File: src/rtl/sync_fifo_param.sv
// Parametrised single-clock FIFO with occupancy count, programmable almost flags and sticky errors.
// Define FIFO_FWFT_EN for first-word-fall-through reads; otherwise pops return registered data.
module sync_fifo_param #(
  parameter int DATA_W        = 8,
  parameter int DEPTH         = 4,
  parameter int AFULL_THRESH  = DEPTH - 1,
  parameter int AEMPTY_THRESH = 1
) (
  input  logic                       clk,
  input  logic                       rst,
  input  logic                       in_write_ctrl,
  input  logic [DATA_W-1:0]          in_write_data,
  input  logic                       in_read_ctrl,
  input  logic                       in_clear_err,
  output logic [DATA_W-1:0]          out_read_data,
  output logic                       out_read_valid,
  output logic [$clog2(DEPTH+1)-1:0] out_count,
  output logic                       out_is_full,
  output logic                       out_is_empty,
  output logic                       out_almost_full,
  output logic                       out_almost_empty,
  output logic                       out_overflow,
  output logic                       out_underflow
);

  localparam int CNT_W = $clog2(DEPTH + 1);
  localparam int PTR_W = $clog2(DEPTH);

  logic [DATA_W-1:0] mem_q [DEPTH];
  logic [PTR_W-1:0]  wr_ptr_q, wr_ptr_d;
  logic [PTR_W-1:0]  rd_ptr_q, rd_ptr_d;
  logic [CNT_W-1:0]  count_q, count_d;
  logic              full_q, full_d;
  logic              empty_q, empty_d;
  logic              afull_q, afull_d;
  logic              aempty_q, aempty_d;
  logic              ovf_q, ovf_d;
  logic              udf_q, udf_d;
  logic              rd_acc, wr_acc;

  // Explicit wrap so non-power-of-two depths never index past the array.
  function automatic logic [PTR_W-1:0] ptr_inc(input logic [PTR_W-1:0] p);
    return (p == PTR_W'(DEPTH - 1)) ? '0 : p + PTR_W'(1);
  endfunction

  assign rd_acc = in_read_ctrl && !empty_q;
  assign wr_acc = in_write_ctrl && (!full_q || rd_acc);

  always_comb begin
    wr_ptr_d = wr_acc ? ptr_inc(wr_ptr_q) : wr_ptr_q;
    rd_ptr_d = rd_acc ? ptr_inc(rd_ptr_q) : rd_ptr_q;
    count_d  = count_q;
    if (wr_acc && !rd_acc) begin
      count_d = count_q + CNT_W'(1);
    end else if (rd_acc && !wr_acc) begin
      count_d = count_q - CNT_W'(1);
    end
    full_d   = (count_d == CNT_W'(DEPTH));
    empty_d  = (count_d == '0);
    afull_d  = (count_d >= CNT_W'(AFULL_THRESH));
    aempty_d = (count_d <= CNT_W'(AEMPTY_THRESH));
    // A fresh error wins over a clear issued in the same cycle.
    ovf_d    = (in_write_ctrl && !wr_acc) ? 1'b1 : (in_clear_err ? 1'b0 : ovf_q);
    udf_d    = (in_read_ctrl && !rd_acc)  ? 1'b1 : (in_clear_err ? 1'b0 : udf_q);
  end

  always_ff @(posedge clk) begin
    if (wr_acc) begin
      mem_q[wr_ptr_q] <= in_write_data;
    end
  end

  always_ff @(posedge clk) begin
    if (rst) begin
      wr_ptr_q <= '0;
      rd_ptr_q <= '0;
      count_q  <= '0;
      full_q   <= 1'b0;
      empty_q  <= 1'b1;
      afull_q  <= 1'b0;
      aempty_q <= 1'b1;
      ovf_q    <= 1'b0;
      udf_q    <= 1'b0;
    end else begin
      wr_ptr_q <= wr_ptr_d;
      rd_ptr_q <= rd_ptr_d;
      count_q  <= count_d;
      full_q   <= full_d;
      empty_q  <= empty_d;
      afull_q  <= afull_d;
      aempty_q <= aempty_d;
      ovf_q    <= ovf_d;
      udf_q    <= udf_d;
    end
  end

`ifdef FIFO_FWFT_EN
  // Head word is shown directly; forced to zero when nothing is held.
  assign out_read_data  = empty_q ? '0 : mem_q[rd_ptr_q];
  assign out_read_valid = !empty_q;
`else
  logic [DATA_W-1:0] rdata_q, rdata_d;
  logic              rvalid_q, rvalid_d;

  always_comb begin
    rdata_d  = rd_acc ? mem_q[rd_ptr_q] : rdata_q;
    rvalid_d = rd_acc;
  end

  always_ff @(posedge clk) begin
    if (rst) begin
      rdata_q  <= '0;
      rvalid_q <= 1'b0;
    end else begin
      rdata_q  <= rdata_d;
      rvalid_q <= rvalid_d;
    end
  end

  assign out_read_data  = rdata_q;
  assign out_read_valid = rvalid_q;
`endif

  assign out_count        = count_q;
  assign out_is_full      = full_q;
  assign out_is_empty     = empty_q;
  assign out_almost_full  = afull_q;
  assign out_almost_empty = aempty_q;
  assign out_overflow     = ovf_q;
  assign out_underflow    = udf_q;

endmodule

File: config.mk
export PLATFORM = sky130hd
export DESIGN_NAME = sync_fifo_param
export DESIGN_NICKNAME = d
export VERILOG_FILES = /design/src/rtl/sync_fifo_param.sv
export SDC_FILE = /design/constraint.sdc
export NUM_CORES = 1
export LEC_CHECK = 0
export ABC_CLOCK_PERIOD_IN_PS = 1400
export BUFFER_PORTS_ARGS = -buffer_cell sky130_fd_sc_hd__buf_2
export CAP_MARGIN = 5
export CORE_MARGIN = 3
export CORE_UTILIZATION = 25
export CTS_CLUSTER_DIAMETER = 60
export DETAILED_ROUTE_END_ITERATION = 10
export HOLD_SLACK_MARGIN = 0.03
export PLACE_DENSITY_LB_ADDON = 0.12
export SETUP_SLACK_MARGIN = 0.15
export SYNTH_ARGS = -nofsm -noshare
export SYNTH_HDL_FRONTEND = slang
export SYNTH_SLANG_ARGS = --single-unit
File: constraint.sdc
create_clock -name clk -period 1.4 [get_ports clk]
set_input_delay 0 -clock clk [delete_from_list [all_inputs] [get_ports clk]]
set_output_delay 0 -clock clk [all_outputs]
set_load 0.05 [all_outputs]
==> key figures, run 1 <==
Run status
  – Status: finished with violations
  – Violated checks: negative setup slack

Synth
  – Count leader, synth: edfxtp_1
  – Synthesized Nets: 170
  – Top post-synthesis cells by area: edfxtp_1, dfxtp_1, mux4_2
  – Syn_area_per_cell: 14.3 um^2
  – Post-synth ARST share: 0%
  – Synth warn: 0
  – Synth Cell Area: 2140 um^2
  – #FFs+latches synth: 54
  – Leading area contributor after synthesis: edfxtp_1
  – Top_reg_cell synth: edfxtp_1
  – Mapped Cells: 150
  – Sequential area share after synthesis: 65.4%
  – Synth top area share: 44.8%
  – EDFF count, synth: 32
  – Yosys cell types: 33
  – Top cells by count, synth: edfxtp_1, dfxtp_1, nand2_1

Timing
  – Slew @ Worst Pin: 0.435 ns
  – Clock period minus worst slack: 1.41 ns
  – TNS Setup: -0.0122 ns
  – Worst clock skew: 0.00904 ns
  – Rel. slew slack: 71.0%
  – Setup Viol. Count Final: 1
  – RSZ-0062 raised after global routing: yes
  – Fin crit share: 101%
  – Slew Limit Fails: 0
  – Final Hold Viols: 0
  – Max Fclk: 0.708 GHz
  – Final WS setup: -0.0122 ns

Power and ir drop
  – Psw: 1330 uW
  – Leak: 0.00115 uW
  – Power per cell area: 1450 nW/um^2
  – Peak VDD IR: 0.493 mV
  – Internal: 3000 uW
  – Combinational share of power: 31.6%
  – Sw Ratio: 30.8%
  – Sequential share of power: 44.4%
  – Clk network pwr share: 23.9%

Detailed routing
  – Total wire length: 4600 um
  – TritonRoute pass-1 iters: 4
  – Vias post-DR: 1,365
  – Vias per cell: 4.27
  – WL/cell: 14.4 um
  – Post-route ant nets: 0
  – DRC violation count after routing: 0
  – Initial drt markers: 22

Placed design
  – Post-DP HPWL: 3110 um
  – Gpl congestion: 0.800
  – # port buffers: 30

Flow run
  – Max-Cap Viols: 0

Critical path
  – WP data arrival: 1.61 ns
  – R2R depth: 7
  – Worst-path fanout max: 2
  – Worst Path Class, Setup: reg -> reg
  – CP endpoint kind: flip-flop
  – Worst EP required: 1.60 ns
  – CP Launch Type: flip-flop

Clock tree
  – Max Buffers Root-to-Sink: 2
  – CTS Sinks: 54
  – Htree depth: 2
  – Root Driver: clkbuf_8
  – Clock Pin Slew Worst Setup and Hold Paths: 0.10 ns
  – Worst skew pair latency: 0.31 ns
  – Total CTS buffers: 5
  – CTS tree: done

Floorplan
  – Area of the die: 9720 um^2
  – Die height: 98.6 um
  – Row Count: 33
  – Die width: 98.6 um
  – Core area: 8260 um^2
  – Starting Density: 26.0%
  – Io pins: 31

Finish
  – Final nets: 234
  – Area Overhead vs Synth: 39.5%
  – Final core utilization: 36.2%
  – Share of cells above drive strength 1: 47.9%
  – Total of fill cells in the finished design: 814
  – Antenna diode count: 0

Global route
  – Total Routing Usage GR: 9.71%
  – Vias in the first global route: 1,428
  – Largest net degree at the start of global routing: 23
  – Total gr overflow: 0
  – First-pass GRT wire length: 7420 um
  – Initial antenna violation count: 0

Worst hold path
  – Hold Crit Class: in -> reg
  – Hold Crit Depth: 2
-- worst max-delay path, stage by stage, from the launching register on --
cell	delay (ns)
dfxtp_4	0.37
inv_4	0.04
ha_4	0.23
nor2b_4	0.12
o21ai_2	0.17
buf_4	0.14
nand2_2	0.05
a31o_1	0.20
-- sequential cells by signal, indices dropped and copies added, names as in the netlist --
signal,cells
out_almost_full,1
rd_ptr_q,2
out_overflow,1
out_read_data,8
out_almost_empty,1
out_read_valid,1
wr_ptr_q,2
out_is_full,1
mem_q,32
out_count,3
out_underflow,1
out_is_empty,1
-- kinds of logic after synthesis --
family                     Yosys count  synth area share (%)
DFF                                 54                  65.4
xor gates and xnor gates             2                  1.17
buffers and inverters               13                  2.80
AOI/OAI and AO/OA                   20                  6.48
muxes                               10                  9.34
adders and majority gates            7                  4.09
and+or+nand+nor                     44                  10.7
-- cell type report --
| cell class | instances | area [um^2] | share of cell area (%) |
|---|---|---|---|
| Sequential cell | 54 | 1420 | 47.5 |
| Multi-Input combinational cell | 83 | 806 | 26.9 |
| Timing Repair Buffer | 64 | 494 | 16.5 |
| Tap cell | 105 | 131 | 4.39 |
| Clock buffer | 5 | 68.8 | 2.30 |
| Clock inverter | 3 | 42.5 | 1.42 |
| Inverter | 6 | 27.5 | 0.921 |
-- worst paths after layout --
kind,to,start,slack (ns)
worst max-delay path,out_is_empty$_SDFF_PP1_,out_count[1]$_SDFF_PP0_,-0.01
worst min-delay path,out_count[2]$_SDFF_PP0_,rst,0.10
worst max register to register,out_is_empty$_SDFF_PP1_,out_count[1]$_SDFF_PP0_,-0.01
worst min register to register,out_read_data[6]$_SDFFE_PP0P_,out_read_data[6]$_SDFFE_PP0P_,0.46
-- layout by cell type (no fill, tap or decap), drive strengths merged, types with 2 or more instances in the layout --
cell type / count
ha: 7
inv: 7
a21oi: 11
buf: 54
nor2b: 3
edfxtp: 32
dlygate4sd3: 10
mux2i: 2
clkbuf: 5
dfxtp: 22
nand2: 19
nand3b: 2
nor2: 9
mux4: 8
and2: 5
-- power groups by stage --
| stage | logic [uW] | registers [uW] | clock network [uW] |
|---|---|---|---|
| 2_1_floorplan | 476 | 2250 | 0 |
| 3_3_place_gp | 1150 | 1950 | 0 |
| 3_5_place_dp | 1150 | 1960 | 0 |
| 4_1_cts | 1290 | 1930 | 1090 |
| 5_1_grt | 1480 | 1940 | 1140 |
| 6_report | 1370 | 1920 | 1040 |
-- per-stage QoR --
stage | cell area (um^2) | worst slack [ns] | total power (uW) | instances | hold WS (ns)
after floorplan | 2210 | -0.0154 | 2730 | 150 | 0.0620
after global placement | 2570 | -0.0569 | 3100 | 293 | 0.211
after detailed placement | 2570 | -0.0703 | 3100 | 293 | 0.219
after CTS | 2900 | -0.0223 | 4310 | 319 | 0.102
after global routing | 2990 | -0.0832 | 4570 | 320 | 0.134
final | 2990 | -0.0122 | 4330 | 320 | 0.102
-- repair_timing --
item / CTS / global route
resized for setup: 12 / 15
endpoints found under the setup margin: 50 / 50
gates cloned: 1 / 0
buffers inserted: 7 / 1
endpoints found under the hold margin: 34 / 0
pin swaps: 13 / 11
hold buffers: 10 / 0
-- metal layers --
metal  routed length (um)  vias up  GRT usage (%)  part of all wire (%)
met5                    0        -              0                     0
met4                   62        0           3.15                   1.3
met3                  183        6           2.55                   4.0
met2                 2300       23           16.1                    50
met1                 2040      673           12.4                    44
li1                     -      663              -                     -
(Power assumes the default switching activity.)
==> run 2: changes to the inputs <==
- BUFFER_PORTS_ARGS: -buffer_cell sky130_fd_sc_hd__buf_2 -> not set
- DONT_BUFFER_PORTS: not set -> 1
==> key figures, run 2 (same netlist as run 1, synthesis figures left out) <==
Timing
  – Clock period minus worst slack: 1.42 ns (+0.0101 ns)
  – Final WS setup: -0.0223 ns (-0.0101 ns)
  – Worst clock skew: 0.00950 ns (+0.000461 ns)
  – Slew Limit Fails: 0 (unchanged)
  – Final hold slack: 0.0280 ns (-0.0744 ns)
  – Fin crit share: 102% (+0.72 points)
  – Rel. slew slack: 68.1% (-2.9 points)
  – Slew @ Worst Pin: 0.477 ns (+0.0422 ns)
  – Final Hold Viols: 0 (unchanged)
  – Setup Viol. Count Final: 3 (+2)
  – RSZ-0062 raised after global routing: yes
  – Max Fclk: 0.703 GHz (-0.71%)

Finish
  – Final nets: 213 (-9.0%)
  – Most common cell after layout, fill and taps aside: edfxtp_1
  – Antenna diode count: 0 (unchanged)
  – Largest register FFs: 32 (unchanged)
  – Total of fill cells in the finished design: 816 (+0.25%)
  – Largest Register: mem_q
  – Multi-input logic area: 810 um^2 (+0.47%)
  – Post-route cell area: 2900 um^2 (-3.0%)
  – Share of cells above drive strength 1: 42.8% (-5.1 points)
  – Final core utilization: 35.1% (-1.1 points)
  – Finished Layout Cells: 299 (-6.6%)
  – Most frequent cells in the layout: edfxtp_1, buf_4, dfxtp_1
  – FF+latch area: 1420 um^2 (unchanged)
  – Area Overhead vs Synth: 35.4%

Floorplan
  – Die height: 98.6 um (unchanged)
  – Starting Density: 26.0% (unchanged)
  – Row Count: 33 (unchanged)
  – Io pins: 31 (unchanged)
  – Die width: 98.6 um (unchanged)
  – Core area: 8260 um^2 (unchanged)
  – Area of the die: 9720 um^2 (unchanged)

Global route
  – Met3 GRT Util: 3.26% (+0.71 points)
  – First-pass GRT wire length: 7190 um (-3.1%)
  – GR Util met1: 11.6% (-0.79 points)
  – Layer with the highest usage: met2
  – Largest net degree at the start of global routing: 23 (unchanged)
  – Total gr overflow: 0 (unchanged)
  – Met2 GRT Util: 16.5% (+0.42 points)
  – Initial antenna violation count: 0 (unchanged)
  – Total Routing Usage GR: 9.71% (about the same)
  – Vias in the first global route: 1,351 (-5.4%)

Clock tree
  – Htree depth: 2 (unchanged)
  – CTS tree: done
  – Clock Pin Slew Worst Setup and Hold Paths: 0.10 ns (about the same)
  – Worst skew pair latency: 0.30 ns (about the same)
  – Max Buffers Root-to-Sink: 2 (unchanged)
  – Root Driver: clkbuf_8
  – Total CTS buffers: 5 (unchanged)
  – CTS Sinks: 54 (unchanged)

Critical path
  – R2R depth: 6 (-1)
  – Worst path cell trace: inv_4 > ha_4 > nor4bb_4 > a31oi_4 > xor2_4 > a31o_1
  – Worst EP required: 1.65 ns (+0.05 ns)
  – Cell depth of the worst setup path: 6 (-1)
  – Top delay family on crit path: compound AO/OA/AOI/OAI gates
  – CP peak stage delay: 0.38 ns (about the same)
  – Worst Path Class, Setup: reg -> reg
  – Worst-path fanout max: 5 (+3)
  – Crit path buffers/inverters: 1 (-1)
  – Slowest stage cell, crit path: dfxtp_4
  – CP Launch Type: flip-flop
  – CP endpoint kind: flip-flop
  – WP data arrival: 1.67 ns (+0.06 ns)

Placed design
  – DP Cell Count: 272 (-7.2%)
  – Gpl congestion: 0.715 (-11%)
  – Placed cell area: 2490 um^2 (-3.2%)
  – # port buffers: 0 (-100%)
  – Post-DP HPWL: 3090 um (-0.70%)
  – Post-placement setup slack: -0.124 ns (-0.0541 ns)

Detailed routing
  – WL/cell: 15.0 um (+4.3%)
  – Vias post-DR: 1,301 (-4.7%)
  – Total wire length: 4480 um (-2.5%)
  – Vias per cell: 4.35 (+2.0%)
  – Initial drt markers: 51 (+130%)
  – DRC violation count after routing: 0 (unchanged)
  – TritonRoute pass-1 iters: 4 (unchanged)
  – Post-route ant nets: 0 (unchanged)

Run status
  – Violated checks: negative setup slack
  – Status: finished with violations

Flow run
  – Max-Cap Viols: 0 (unchanged)

Power and ir drop
  – Peak VDD IR: 0.533 mV (+8.1%)
  – Leak: 0.00105 uW (-8.1%)
  – Power per cell area: 1420 nW/um^2 (-1.9%)

Worst hold path
  – Hold Crit Class: in -> reg
  – Hold Crit Depth: 4 (+2)
-- run 2: worst paths after layout --
| check | from | end | slack (ns) |
|---|---|---|---|
| setup reg to reg | out_count[1]$_SDFF_PP0_ | out_is_empty$_SDFF_PP1_ | -0.02 |
| setup / recovery | out_count[1]$_SDFF_PP0_ | out_is_empty$_SDFF_PP1_ | -0.02 |
| hold reg to reg | out_read_data[5]$_SDFFE_PP0P_ | out_read_data[5]$_SDFFE_PP0P_ | 0.47 |
| hold / removal | in_write_ctrl | out_count[1]$_SDFF_PP0_ | 0.03 |
-- run 2: metrics by stage --
stage	setup TNS, ns	total power [uW]
2_1_floorplan	-0.390	2730
3_3_place_gp	-2.09	3000
4_1_cts	-0.0398	4080
3_5_place_dp	-4.06	3020
5_1_grt	-0.311	4360
6_report	-0.0421	4120
-- run 2: cell type report --
class | count | area share [%]
Clock buffer | 6 | 2.85
Clock inverter | 2 | 0.604
Inverter | 6 | 0.949
Multi-Input combinational cell | 83 | 27.9
Sequential cell | 54 | 48.9
Tap cell | 105 | 4.53
Timing Repair Buffer | 43 | 14.2
-- run 2: report_power, final --
| group | internal, uW | switching (uW) | leakage (uW) |
|---|---|---|---|
| Sequential | 1850 | 163 | 0.000477 |
| Combinational | 553 | 639 | 0.000526 |
| Clock | 408 | 512 | 0.0000514 |
-- run 2: timing repair --
action,4_1_cts,5_1_grt
gates resized for setup,7,22
setup buffers,4,1
hold buffers,8,5
pin swaps,16,20
setup endpoints to repair,49,50
cloned,1,0
hold endpoints to repair,54,22
-- run 2: worst register-to-register path, cell delays in order, from the launching register on --
cell      delay [ns]
dfxtp_4         0.38
inv_4           0.04
ha_4            0.14
nor4bb_4        0.15
a31oi_4         0.22
xor2_4          0.26
a31o_1          0.17
-- run 2: per-layer routing --
metal / part of all wire, % / vias to the layer above
li1: - / 625
met1: 42 / 644
met2: 52 / 26
met3: 5.1 / 6
met4: 1.4 / 0
met5: 0 / -
